### src/rtl/fetch_unit.sv
// fetch_unit: owns the PC, keeps one req/ack read outstanding to instruction memory and
// queues returned words with their PCs. Optional macro FETCH_HALT_EN stops fetch after a HALT word.
module fetch_unit #(
  parameter int AW    = 9,
  parameter int DW    = 16,
  parameter int DEPTH = 4
) (
  input  logic          clk,
  input  logic          reset,
  input  logic          redirect,
  input  logic [AW-1:0] redirect_pc,
  input  logic          stall,
  output logic          imem_req,
  output logic [AW-1:0] imem_addr,
  input  logic          imem_ack,
  input  logic [DW-1:0] imem_rdata,
  output logic          inst_valid,
  output logic [DW-1:0] inst,
  output logic [AW-1:0] inst_pc
);

  localparam int PW = $clog2(DEPTH);
  localparam int CW = PW + 1;
  localparam logic [CW-1:0] DEPTH_C = CW'(DEPTH);
  localparam logic [AW-1:0] PC_ONE  = AW'(1);

  typedef enum logic [1:0] {
    IDLE = 2'd0,
    WAIT = 2'd1,
    DROP = 2'd2
  } state_e;

  state_e           state_q, state_d;
  logic [AW-1:0]    req_pc_q, req_pc_d;
  logic [AW-1:0]    fetch_pc_q, fetch_pc_d;
  logic [PW-1:0]    wr_ptr_q, wr_ptr_d;
  logic [PW-1:0]    rd_ptr_q, rd_ptr_d;
  logic [CW-1:0]    count_q, count_d;
  logic             halted_q, halted_d;
  logic [AW+DW-1:0] fifo_q [DEPTH];

  logic          ack_s;
  logic          push_s;
  logic          pop_s;
  logic [CW-1:0] occ_next_s;
  logic          credit_s;
  logic          halt_word_s;

  // An ack only counts while a request is actually on the bus.
  assign ack_s      = imem_ack && (state_q != IDLE);
  assign push_s     = ack_s && (state_q == WAIT) && !redirect;
  assign pop_s      = (count_q != '0) && !stall;
  assign occ_next_s = count_q - CW'(pop_s) + CW'(push_s);
  assign credit_s   = (occ_next_s < DEPTH_C);

`ifdef FETCH_HALT_EN
  assign halt_word_s = push_s && (imem_rdata[DW-1:DW-3] == 3'b111);
`else
  assign halt_word_s = 1'b0;
`endif

  always_comb begin
    state_d    = state_q;
    req_pc_d   = req_pc_q;
    fetch_pc_d = fetch_pc_q;
    halted_d   = halted_q;
    if (redirect) begin
      fetch_pc_d = redirect_pc;
      halted_d   = 1'b0;
      // A request already on the bus cannot be withdrawn; its data is dropped instead.
      case (state_q)
        IDLE: begin
          state_d  = WAIT;
          req_pc_d = redirect_pc;
        end
        WAIT: begin
          if (ack_s) begin
            state_d  = WAIT;
            req_pc_d = redirect_pc;
          end else begin
            state_d = DROP;
          end
        end
        DROP: begin
          state_d = DROP;
        end
        default: begin
          state_d = IDLE;
        end
      endcase
    end else begin
      case (state_q)
        IDLE: begin
          if (credit_s && !halted_q) begin
            state_d  = WAIT;
            req_pc_d = fetch_pc_q;
          end else begin
            state_d = IDLE;
          end
        end
        WAIT: begin
          if (ack_s) begin
            fetch_pc_d = req_pc_q + PC_ONE;
            halted_d   = halt_word_s;
            if (credit_s && !halt_word_s) begin
              state_d  = WAIT;
              req_pc_d = req_pc_q + PC_ONE;
            end else begin
              state_d = IDLE;
            end
          end else begin
            state_d = WAIT;
          end
        end
        DROP: begin
          if (ack_s) begin
            state_d  = WAIT;
            req_pc_d = fetch_pc_q;
          end else begin
            state_d = DROP;
          end
        end
        default: begin
          state_d = IDLE;
        end
      endcase
    end
  end

  always_comb begin
    wr_ptr_d = wr_ptr_q;
    rd_ptr_d = rd_ptr_q;
    count_d  = count_q;
    if (redirect) begin
      wr_ptr_d = '0;
      rd_ptr_d = '0;
      count_d  = '0;
    end else begin
      wr_ptr_d = wr_ptr_q + PW'(push_s);
      rd_ptr_d = rd_ptr_q + PW'(pop_s);
      count_d  = occ_next_s;
    end
  end

  always_ff @(posedge clk) begin
    if (!reset) begin
      state_q    <= IDLE;
      req_pc_q   <= '0;
      fetch_pc_q <= '0;
      wr_ptr_q   <= '0;
      rd_ptr_q   <= '0;
      count_q    <= '0;
      halted_q   <= 1'b0;
    end else begin
      state_q    <= state_d;
      req_pc_q   <= req_pc_d;
      fetch_pc_q <= fetch_pc_d;
      wr_ptr_q   <= wr_ptr_d;
      rd_ptr_q   <= rd_ptr_d;
      count_q    <= count_d;
      halted_q   <= halted_d;
    end
  end

  // Queue storage needs no reset: the head is masked whenever count is zero.
  always_ff @(posedge clk) begin
    if (reset && push_s) begin
      fifo_q[wr_ptr_q] <= {req_pc_q, imem_rdata};
    end
  end

  assign imem_req   = (state_q != IDLE);
  assign imem_addr  = req_pc_q;
  assign inst_valid = (count_q != '0);
  assign inst       = inst_valid ? fifo_q[rd_ptr_q][DW-1:0]     : '0;
  assign inst_pc    = inst_valid ? fifo_q[rd_ptr_q][AW+DW-1:DW] : '0;

endmodule

### config.mk
export PLATFORM = sky130hd
export DESIGN_NAME = fetch_unit
export DESIGN_NICKNAME = d
export VERILOG_FILES = /design/src/rtl/fetch_unit.sv
export SDC_FILE = /design/constraint.sdc
export NUM_CORES = 1
export LEC_CHECK = 0
export BUFFER_PORTS_ARGS = -buffer_cell sky130_fd_sc_hd__buf_2
export CAP_MARGIN = 20
export CORE_ASPECT_RATIO = 0.7
export CORE_MARGIN = 5
export CORE_UTILIZATION = 58
export DETAILED_ROUTE_END_ITERATION = 16
export PLACE_DENSITY = 0.8
export SYNTH_ARGS = -nofsm -noshare
export SYNTH_HDL_FRONTEND = slang
export SYNTH_SLANG_ARGS = --single-unit
export TNS_END_PERCENT = 20
### constraint.sdc
create_clock -name clk -period 4.75 [get_ports clk]
set_input_delay 0.7125 -clock clk [delete_from_list [all_inputs] [get_ports clk]]
set_output_delay 0.7125 -clock clk [all_outputs]
set_load 0.01 [all_outputs]
-- After elaboration in Yosys (flattened, before gate mapping)
Memories as Yosys holds them, arrays and structs flattened. A register that Yosys moved wholly into a read port is not among the register bits.
Index checks and enable logic that the tools add are counted.
- register bits after elaboration: 27
- memory bits (writable): 100
- memories kept: 1
- logic and storage cells: 59
- output and inout bits: 36
- input port bits: 30
- memories (name ; words ; width ; read ports ; clocked after Yosys merged registers in ; wr ports ; line ; source):
    fifo_q ; 4 ; 25 ; 1 ; 1 ; 1 ; 40 ; logic [AW+DW-1:0] fifo_q [DEPTH];
- add/sub/neg operators: 5
- multiplexer cells: 22
- reduce and logical (&&, ||, !) cells: 16
- bitwise logic cells: 1
- $lt $le $gt $ge: 1
- eq/ne operators: 7
- operators with widths (cell ; count):
    9-bit two-way mux ; 10
    9-bit case mux with 3 select lines ; 1
    9-bit case mux with 2 select lines ; 1
    16-bit two-way mux ; 1
    2-bit case mux with 3 select lines ; 2
    9-bit by 1-bit adder with 9-bit output, second input constant ; 1
    3-bit != test, second input constant ; 3
    2-bit two-way mux ; 4
    6-bit AND reduction ; 1
    2-bit nonzero test ; 3
    3-bit nonzero test ; 2
    1-bit logical AND ; 5
    2-bit by 1-bit adder with 2-bit output ; 2
    3-bit by 1-bit adder with 3-bit output ; 1
    3-bit < comparator, second input constant ; 1
    1-bit two-way mux ; 3
    3-bit by 1-bit != test with 1-bit output, second input constant ; 1
    3-bit by 1-bit subtractor with 3-bit output ; 1
    2-bit by 1-bit equality test with 1-bit output, second input constant ; 1
    2-bit equality test, second input constant ; 1
    1-bit logical NOT ; 2
    2-bit logical NOT ; 1
    2-bit != test, second input constant ; 1
    2-bit AND reduction ; 1
    other kinds (2) ; 2

-- Logic depth before layout (Yosys ltp)
Gate-level depths: netlist of the first run.
- depth after elaboration: 10
- gate-level depth with buffers: 12
- mapped depth without buffers: 11

-- Worst setup path before layout of the first run
OpenSTA, ideal clock, no wires.
- path kind: input-to-reg
- start point: input redirect
- end point: memory fifo_q[0][0] in the netlist's numbering, enable pin
- required time: 4.280 ns
- path slack: 0.507 ns
- path buffers: 2
- setup time: 0.470 ns
- stages on the path: 5
- arrival time: 3.773 ns
- path through: clkbuf_1 > clkbuf_1 > inv_1 > nand2_1 > nor4_1
- cells in the longest elaborated chain, start to end: 5
- RTL lines (what ; line ; source):
    start, declared ; 10 ; input logic redirect,
    1-bit logical NOT ; 51 ; assign push_s = ack_s && (state_q == WAIT) && !redirect;
    1-bit logical AND ; 51 ;
    1-bit logical AND ; 167 ; if (reset && push_s) begin
    1-bit two-way mux ; 167 ;
    1-bit two-way mux (implied by the code) ; 168 ; fifo_q[wr_ptr_q] <= {req_pc_q, imem_rdata};
    end, declared ; 40 ;
Every way passes these cells.

==> flow_summary.json, run 1 <==
{
  "avgSynthCellArea_um2": 15.0,
  "p_int_w": 0.00212,
  "post_cts_buffers": 0,
  "cp.depth": 3,
  "placed_cells": 533,
  "grt_max_degree": 33,
  "status": "complete, no violations",
  "ys_types": 52,
  "pwr-share-seq_pct": 47.0,
  "cp_slowest_cell": "dfxtp_2",
  "ir_drop_uv": 334,
  "final_hold_viol_count": 0,
  "post-route-cell-area_um2": 6400,
  "power.switching_w": 0.000587,
  "tightest_slew_ps": 988,
  "setup-tns-final_ps": 0,
  "drive_gt1_share_pct": 31.7,
  "yosys.area.top_type": "edfxtp_1",
  "switching_share_pct": 21.7,
  "synthTopCellsByArea": "edfxtp_1 (56%), mux4_2 (11%), dfxtp_1 (10%)",
  "crit_start": "rd_ptr_q[0]$_SDFF_PP0_",
  "fin_util_pct": 70.8,
  "fp-row-count": 29,
  "required_ps": 4040,
  "firstDrtPassIters": 5,
  "antennaDiodeCount": 0,
  "viasPerCell": 5.99,
  "slew_headroom_pct": 33.6,
  "pre_cts_slack_ps": 1390,
  "hold_path_class": "reg -> reg",
  "worstSetupPathType": "reg -> out",
  "synthArstFlopShare_pct": 0,
  "p_leak_nw": 2.28,
  "fin_ws_ps": 1720,
  "grt-ovfl-total": 0,
  "cp.arrival_ps": 2320,
  "insertion_delay_ps": 410,
  "drt-total-wl_um": 11400,
  "hpwl_um": 7070,
  "ys_ff_latch": 127,
  "drcViolationCount": 0,
  "grt_pass1_vias": 3356,
  "slew_viol_final": 0,
  "die_h_um": 90.4,
  "critPathLaunchType": "register",
  "grt_usage_pct": 20.8,
  "instances_no_fill": 565,
  "cts_buffers": 17,
  "io_buffers": 65,
  "grt_antenna_before_repair": 0,
  "cpLargestDelayFamily": "flip-flops",
  "setup_viol": 0,
  "timing.rr.start": "count_q[1]$_SDFF_PP0_",
  "period_needed_ps": 3030,
  "grt_pass1_wl_um": 17900,
  "syn-num-nets": 391,
  "cts_sinks": 127,
  "p_comb_share_pct": 6.7,
  "dr.first_iter.drc_count": 278,
  "cp_num_buf_inv": 1,
  "gp_congestion": 0.830,
  "cts_tree": "done",
  "synth-seq-area-share_pct": 66.1,
  "reg2reg_to": "imem_addr[5]$_SDFFE_PN0P_",
  "cap_violations": 0,
  "wl_per_cell_um": 20.3,
  "ys_warn_count": 0,
  "vias": 3383,
  "dieArea_um2": 11300,
  "cellPowerDensity_nw_per_um2": 423,
  "cts_root_buffer": "clkbuf_16",
  "ctsHoldBuffers": 0,
  "ctsResizeCount": 0,
  "area_growth_pct": 19.3,
  "synth_edf_count": 100,
  "synth-main-ff-cell": "edfxtp_1",
  "synth_top_area_share_pct": 56.0,
  "clkPwrFrac_pct": 46.2,
  "min_from": "fetch_pc_q[1]$_SDFFE_PN0P_",
  "synthCells": 357,
  "slowest_delay_ps": 960,
  "fin_skew_ps": 10.1,
  "clockBufferDepth": 2,
  "endpoint_kind": "output pin",
  "path_cells": "mux4_2, nor2b_1, buf_2",
  "syn-cell-area_um2": 5360,
  "reg2reg_slack_ps": 1830,
  "start_util_pct": 59.3,
  "fin_crit_sh_pct": 63.8,
  "worstPathMaxFanout": 27,
  "nets": 462,
  "worstRegToRegCells": 11,
  "ant_nets": 0,
  "rsz0062_at_grt": "false",
  "fmax_mhz": 330,
  "die_x_um": 125,
  "path_clk_slew_ps": 50,
  "core_area_um2": 9030,
  "io_pins": 66,
  "crit_end": "inst_pc[0]",
  "placed_area_um2": 5820,
  "htreeDepth": 4
}
==> area by class of cell <==
| class | instances | area [um^2] |
|---|---|---|
| well taps | 124 | 155 |
| inverters | 9 | 33.8 |
| multi-input cells | 201 | 1710 |
| flip-flops and latches | 127 | 3540 |
| fillers | 581 | 2640 |
| repair buffers | 72 | 378 |
| clock buffers | 18 | 429 |
| clock inverters | 14 | 149 |
==> layer usage <==
layer / vias to the layer above / GRT usage, % / routed length (um)
met2: 168 / 33.6 / 5730
met3: 19 / 7.45 / 890
met5: - / 0 / 0
met4: 0 / 5.51 / 138
met1: 1676 / 27.0 / 4690
li1: 1520 / - / -
==> worst reg2reg max path, cell delays in order, from the launching register on <==
cell,delay (ps)
dfxtp_1,350
nor3_2,160
buf_4,350
nor2_1,130
nand2_1,140
nand2_1,70
ha_1,190
fa_1,370
xor3_1,280
nor3_1,270
nor2_1,180
o221a_2,320
==> worst min-delay path by stage <==
stage	endpoint	depth (start not counted)
after CTS	fetch_pc_q[1]$_SDFFE_PN0P_	2
after global placement	fetch_pc_q[1]$_SDFFE_PN0P_	2
after floorplan	fetch_pc_q[1]$_SDFFE_PN0P_	2
final	fetch_pc_q[1]$_SDFFE_PN0P_	2
after global routing	fifo_q[0][8]$_DFFE_PP_	1
after detailed placement	fetch_pc_q[1]$_SDFFE_PN0P_	2
==> Yosys cell counts, drive strengths merged (2+ instances only) <==
master,number
a311oi,4
o221a,3
nor3,3
mux2i,2
nand3,9
nand4,2
o21ai,16
nand2b,6
inv,9
nand3b,2
buf,11
a211o,2
or3,5
a21oi,12
dfxtp,27
o2111ai,4
o211a,3
and2,3
clkbuf,9
xnor2,5
ha,3
nor2,20
mux4,25
nor2b,29
nand2,20
edfxtp,100
nor4,4
o21a,2
o211ai,2
==> per-stage QoR <==
stage | power [W] | hold WS, ps
floorplan | 0.00139 | 443
global placement | 0.00146 | 456
detailed placement | 0.00147 | 471
CTS | 0.00273 | 483
global route | 0.00280 | 504
finish | 0.00271 | 479
==> layout by cell type (no fill, tap or decap), drive strengths merged, types with 2 or more instances in the layout <==
| cell | netlist | layout |
|---|---|---|
| a211o | 2 | 2 |
| buf | 11 | 72 |
| nor4 | 4 | 4 |
| a21oi | 12 | 12 |
| nor2 | 20 | 20 |
| nand4 | 2 | 2 |
| clkbuf | 9 | 18 |
| a311oi | 4 | 4 |
| or3 | 5 | 5 |
| o221a | 3 | 3 |
| o211ai | 2 | 2 |
| dfxtp | 27 | 27 |
| nor2b | 29 | 29 |
| nor3 | 3 | 3 |
| nand2 | 20 | 20 |
| clkinvlp | 0 | 4 |
| and2 | 3 | 3 |
| inv | 9 | 9 |
| ha | 3 | 3 |
| nand2b | 6 | 6 |
| nand3 | 9 | 9 |
| xnor2 | 5 | 5 |
| edfxtp | 100 | 100 |
| o2111ai | 4 | 4 |
| o21ai | 16 | 16 |
| clkinv | 0 | 7 |
| bufinv | 0 | 3 |
| o211a | 3 | 3 |
| mux2i | 2 | 2 |
| nand3b | 2 | 2 |
| o21a | 2 | 2 |
| mux4 | 25 | 25 |
==> power groups by stage <==
| stage | Combinational, W | Clock [W] | Sequential, W |
|---|---|---|---|
| after floorplan | 0.000114 | 0 | 0.00128 |
| after global placement | 0.000172 | 0 | 0.00129 |
| after detailed placement | 0.000177 | 0 | 0.00129 |
| after CTS | 0.000182 | 0.00127 | 0.00127 |
| after global routing | 0.000200 | 0.00132 | 0.00128 |
| final | 0.000183 | 0.00125 | 0.00127 |
==> registers in the layout, summed over array words and instances (netlist names) <==
register    flops
fifo_q        100
rd_ptr_q        2
state_q         2
wr_ptr_q        2
count_q         3
fetch_pc_q      9
imem_addr       9
==> cell families (layout without fill, tap and decap cells) <==
logic type	Yosys count	count (layout)	synth area share, %
AO/OA/AOI/OAI	54	54	6.91
XOR/XNOR	7	7	1.42
adder cells (fa/ha/maj)	4	4	1.07
buffers and inverters	29	113	2.45
flip-flops	127	127	66.1
multiplexers	28	28	11.1
AND/OR/NAND/NOR	108	108	11.0
Power figures use the tool's default switching activity.
==> inputs of run 2 (changes only) <==
==> constraint.sdc (replaced) <==
create_clock -name clk -period 2.98 [get_ports clk]
set_input_delay 0.447 -clock clk [delete_from_list [all_inputs] [get_ports clk]]
set_output_delay 0.447 -clock clk [all_outputs]
set_load 0.01 [all_outputs]
==> flow_summary.json, run 2 (synthesized netlist as in run 1, its figures left out) <==
{
  "ant_nets": 0,
  "fin_ws_ps": 222,
  "fillers": 569,
  "insertion_delay_ps": 420,
  "layout_commonest_cell": "edfxtp_1",
  "clkPwrFrac_pct": 47.7,
  "p_leak_nw": 2.34,
  "period_needed_ps": 2760,
  "met1Wirelength_um": 4920,
  "hold_path_class": "in -> reg",
  "dr.first_iter.drc_count": 322,
  "dieArea_um2": 11300,
  "cts_root_buffer": "clkbuf_16",
  "path_cells": "nor2b_1, nand2_1, inv_1, o21ai_0, nand2_1, ha_1, fa_1, xor3_1, nor3_1, nor2_1, o221a_2",
  "reg2reg_to": "imem_addr[6]$_SDFFE_PN0P_",
  "pwr-share-seq_pct": 45.6,
  "viasPerCell": 5.89,
  "drt-total-wl_um": 11700,
  "start_util_pct": 59.3,
  "timing.rr.start": "state_q[1]$_SDFF_PN0_",
  "path_clk_slew_ps": 60,
  "grt_antenna_before_repair": 0,
  "firstDrtPassIters": 5,
  "whs_ps": 250,
  "worstSetupPathType": "reg -> reg",
  "post-route-cell-area_um2": 6500,
  "mostFrequentLayoutCells": "edfxtp_1 (100), buf_2 (65), nor2b_1 (29)",
  "antennaDiodeCount": 0,
  "cellPowerDensity_nw_per_um2": 681,
  "grt-ovfl-total": 0,
  "fin_crit_sh_pct": 92.6,
  "slowest_delay_ps": 560,
  "tightest_slew_ps": 984,
  "reg2reg_slack_ps": 220,
  "switching_share_pct": 21.5,
  "placed_cells": 541,
  "clockBufferDepth": 2,
  "grt_max_degree": 32,
  "fmax_mhz": 363,
  "grt_pass1_wl_um": 18500,
  "min_from": "imem_rdata[14]",
  "cts_buffers": 17,
  "critPathLaunchType": "register",
  "p_comb_share_pct": 6.8,
  "regArea_um2": 3540,
  "area_growth_pct": 21.2,
  "cp_slowest_cell": "dfxtp_1",
  "final_hold_viol_count": 0,
  "cp_num_buf_inv": 1,
  "die_h_um": 90.4,
  "drive_gt1_share_pct": 33.0,
  "hpwl_um": 7410,
  "cap_violations": 0,
  "worstPathMaxFanout": 13,
  "wl_per_cell_um": 20.4,
  "largest_reg_flops": 100,
  "slew_viol_final": 0,
  "fp-row-count": 29,
  "instances_no_fill": 573,
  "grt_pass1_vias": 3430,
  "holdPathEnd": "fifo_q[3][14]$_DFFE_PP_",
  "met2_length_um": 5800,
  "fin_skew_ps": 7.62,
  "endpoint_kind": "register",
  "vias": 3377,
  "io_buffers": 65,
  "rsz0062_at_grt": "false",
  "pre_cts_slack_ps": 251,
  "htreeDepth": 4,
  "placed_area_um2": 5890,
  "core_area_um2": 9030,
  "ctsResizeCount": 0,
  "cts_tree": "done",
  "slew_headroom_pct": 34.4,
  "status": "complete, no violations",
  "cpMostUsedCell": "nand2_1",
  "largest-register": "fifo_q",
  "fin_util_pct": 71.9,
  "ctsHoldBuffers": 0,
  "gp_congestion": 0.813,
  "die_x_um": 125,
  "power.switching_w": 0.000953,
  "p_int_w": 0.00347,
  "cp.arrival_ps": 3060,
  "hold_depth": 1,
  "top_layer": "met4",
  "cp.depth": 11,
  "wl_met3_um": 702,
  "ir_drop_uv": 582,
  "worstRegToRegCells": 11,
  "drcViolationCount": 0,
  "cts_sinks": 127,
  "nets": 470,
  "cpLargestDelayFamily": "simple AND/OR/NAND/NOR gates",
  "grt_usage_pct": 21.5,
  "required_ps": 3290,
  "setup_viol": 0,
  "post_cts_buffers": 0,
  "io_pins": 66,
  "multi_input_area_um2": 1710
}
[run 2: cell types whose count changed in the layout (fill, tap and decap cells not counted)]
cell / change
buf_12: +1
buf_4: +7
bufinv_16: +1
clkbuf_1: +1
clkinv_1: -1
clkinv_4: +2
clkinvlp_4: -3
[run 2: worst max path at each step]
stage                                      to             startpoint  slack, ps
finish              imem_addr[6]$_SDFFE_PN0P_  state_q[1]$_SDFF_PN0_        220
global route        imem_addr[4]$_SDFFE_PN0P_  state_q[1]$_SDFF_PN0_        0.8
CTS                 imem_addr[6]$_SDFFE_PN0P_  state_q[0]$_SDFF_PN0_        260
detailed placement  imem_addr[6]$_SDFFE_PN0P_               imem_ack        250
global placement    imem_addr[5]$_SDFFE_PN0P_               imem_ack        320
floorplan              fifo_q[0][0]$_DFFE_PP_               redirect      -1000
[run 2: area by class of cell]
cell class	count	area share, %
Clock buffer	19	6.66
Clock inverter	13	2.62
Sequential cell	127	54.6
Tap cell	124	2.39
Multi-Input combinational cell	201	26.3
Timing Repair Buffer	80	6.93
Inverter	9	0.520
[run 2: power by group through the flow]
stage                     Combinational, W  Sequential (W)  Clock (W)
after detailed placement          0.000296         0.00205          0
after floorplan                   0.000182         0.00204          0
after CTS                         0.000299         0.00201    0.00214
final                             0.000300         0.00202    0.00211
after global routing              0.000327         0.00202    0.00221
after global placement            0.000287         0.00205          0
[run 2: per-layer routing]
metal / vias to the layer above / track usage (%)
met5: - / 0
met4: 0 / 10.9
met3: 24 / 4.73
met2: 156 / 33.9
met1: 1659 / 28.4
li1: 1538 / -
[run 2: metrics by stage]
| stage | power [W] | setup TNS [ps] |
|---|---|---|
| floorplan | 0.00222 | -49870 |
| global placement | 0.00233 | 0 |
| detailed placement | 0.00235 | 0 |
| CTS | 0.00445 | 0 |
| global route | 0.00456 | 0 |
| finish | 0.00442 | 0 |
==> inputs of run 3 (changes only) <==
--- a/config.mk
+++ b/config.mk
@@ -12,6 +12,7 @@
 export CORE_UTILIZATION = 58
 export DETAILED_ROUTE_END_ITERATION = 16
 export PLACE_DENSITY = 0.8
+export SETUP_SLACK_MARGIN = 0.3
 export SYNTH_ARGS = -nofsm -noshare
 export SYNTH_HDL_FRONTEND = slang
 export SYNTH_SLANG_ARGS = --single-unit
==> flow_summary.json, run 3 (synthesized netlist as in run 1, its figures left out) <==
{
  "status": "complete, no violations",
  "drt-total-wl_um": 11800,
  "grt_pass1_wl_um": 18000,
  "fin_crit_sh_pct": 87.4,
  "largest-register": "fifo_q",
  "placed_cells": 543,
  "cp.arrival_ps": 2870,
  "grt_usage_pct": 20.8,
  "placed_area_um2": 5940,
  "io_buffers": 65,
  "slowest_delay_ps": 470,
  "area_growth_pct": 24.0,
  "viasPerCell": 6.02,
  "grt_max_degree": 32,
  "worstSetupPathType": "reg -> reg",
  "gp_congestion": 0.852,
  "die_h_um": 90.4,
  "wl_per_cell_um": 20.3,
  "ant_nets": 0,
  "slew_viol_final": 0,
  "dieArea_um2": 11300,
  "ir_drop_uv": 481,
  "vias": 3508,
  "whs_ps": 258,
  "tightest_slew_ps": 488,
  "rsz0062_at_grt": "false",
  "setup-tns-final_ps": 0,
  "final_hold_viol_count": 0,
  "antennaDiodeCount": 0,
  "die_x_um": 125,
  "mostFrequentLayoutCells": "edfxtp_1 (100), buf_2 (65), nor2b_1 (28)",
  "insertion_delay_ps": 410,
  "cpLargestDelayFamily": "simple AND/OR/NAND/NOR gates",
  "endpoint_kind": "register",
  "cts_buffers": 17,
  "clockBufferDepth": 2,
  "drive_gt1_share_pct": 38.1,
  "instances_no_fill": 583,
  "setup_viol": 0,
  "cts_root_buffer": "clkbuf_16",
  "cp_slowest_cell": "or3_4",
  "drcViolationCount": 0,
  "io_pins": 66,
  "required_ps": 3240,
  "htreeDepth": 4,
  "fin_ws_ps": 374,
  "period_needed_ps": 2610,
  "layout_commonest_cell": "edfxtp_1",
  "grt-ovfl-total": 0,
  "cts_sinks": 127,
  "dr.first_iter.drc_count": 313,
  "p_leak_nw": 2.40,
  "fin_skew_ps": 6.87,
  "firstDrtPassIters": 5,
  "reg2reg_slack_ps": 370,
  "start_util_pct": 59.3,
  "cap_violations": 0,
  "critPathLaunchType": "register",
  "pre_cts_slack_ps": 217,
  "fp-row-count": 29,
  "hpwl_um": 7230,
  "path_clk_slew_ps": 50,
  "fmax_mhz": 384,
  "grt_pass1_vias": 3412,
  "cellPowerDensity_nw_per_um2": 651,
  "worstPathMaxFanout": 6,
  "path_cells": "nor3_4, nor2_4, nand2_2, nand2_2, ha_2, fa_2, xor3_2, or3_4, a21oi_2, a311oi_2",
  "slew_headroom_pct": 67.4,
  "hold_path_class": "in -> reg",
  "cp_num_buf_inv": 0,
  "core_area_um2": 9030,
  "post-route-cell-area_um2": 6650,
  "nets": 481,
  "largest_reg_flops": 100,
  "cts_tree": "done",
  "grt_antenna_before_repair": 0,
  "cpMostUsedCell": "nand2_2"
}
run 3: cell types whose count changed in the layout (fill, tap and decap cells not counted), sizes merged:
| cell | change |
|---|---|
| clkbuf | +4 |
| or3 | +1 |
| clkinv | -4 |
| buf | +10 |
| bufinv | -1 |
run 3: timing repair:
item / in CTS / in global routing
resized for setup: 0 / 27
setup buffers: 0 / 8
endpoints found under the setup margin: 0 / 9
hold buffers: 0 / 0
run 3: worst paths after layout:
path | start | endpoint | depth (start not counted)
setup / recovery | count_q[2]$_SDFF_PP0_ | imem_addr[2]$_SDFFE_PN0P_ | 10
hold / removal | imem_rdata[9] | fifo_q[2][9]$_DFFE_PP_ | 1
setup reg to reg | count_q[2]$_SDFF_PP0_ | imem_addr[2]$_SDFFE_PN0P_ | 10
hold reg to reg | fetch_pc_q[1]$_SDFFE_PN0P_ | fetch_pc_q[1]$_SDFFE_PN0P_ | 2
run 3: layout make-up:
class                   instances  area (um^2)
flip-flops and latches        127         3550
fillers                       527         2380
clock inverters                 8          115
inverters                       9         33.8
multi-input cells             202         1810
clock buffers                  23          448
repair buffers                 90          538
well taps                     124          155
run 3: power by group:
group          switching [W]  internal [W]  leakage [nW]  total, W
Combinational       0.000193      0.000151          1.00  0.000345
Clock               0.000674       0.00130         0.270   0.00197
Sequential         0.0000539       0.00196          1.13   0.00201
run 3: routing by layer:
metal | vias to the layer above | wire, um | track usage (%)
met1 | 1760 | 4790 | 28.1
li1 | 1558 | - | -
met5 | - | 0 | 0
met3 | 25 | 987 | 7.09
met2 | 165 | 5760 | 31.6
met4 | 0 | 265 | 7.76
run 3: through the flow:
step / power (W) / utilization (%)
5_1_grt: 0.00449 / 73.6
2_1_floorplan: 0.00222 / -
3_3_place_gp: 0.00234 / 65.7
3_5_place_dp: 0.00235 / 65.7
6_report: 0.00433 / 73.6
4_1_cts: 0.00432 / 72.0
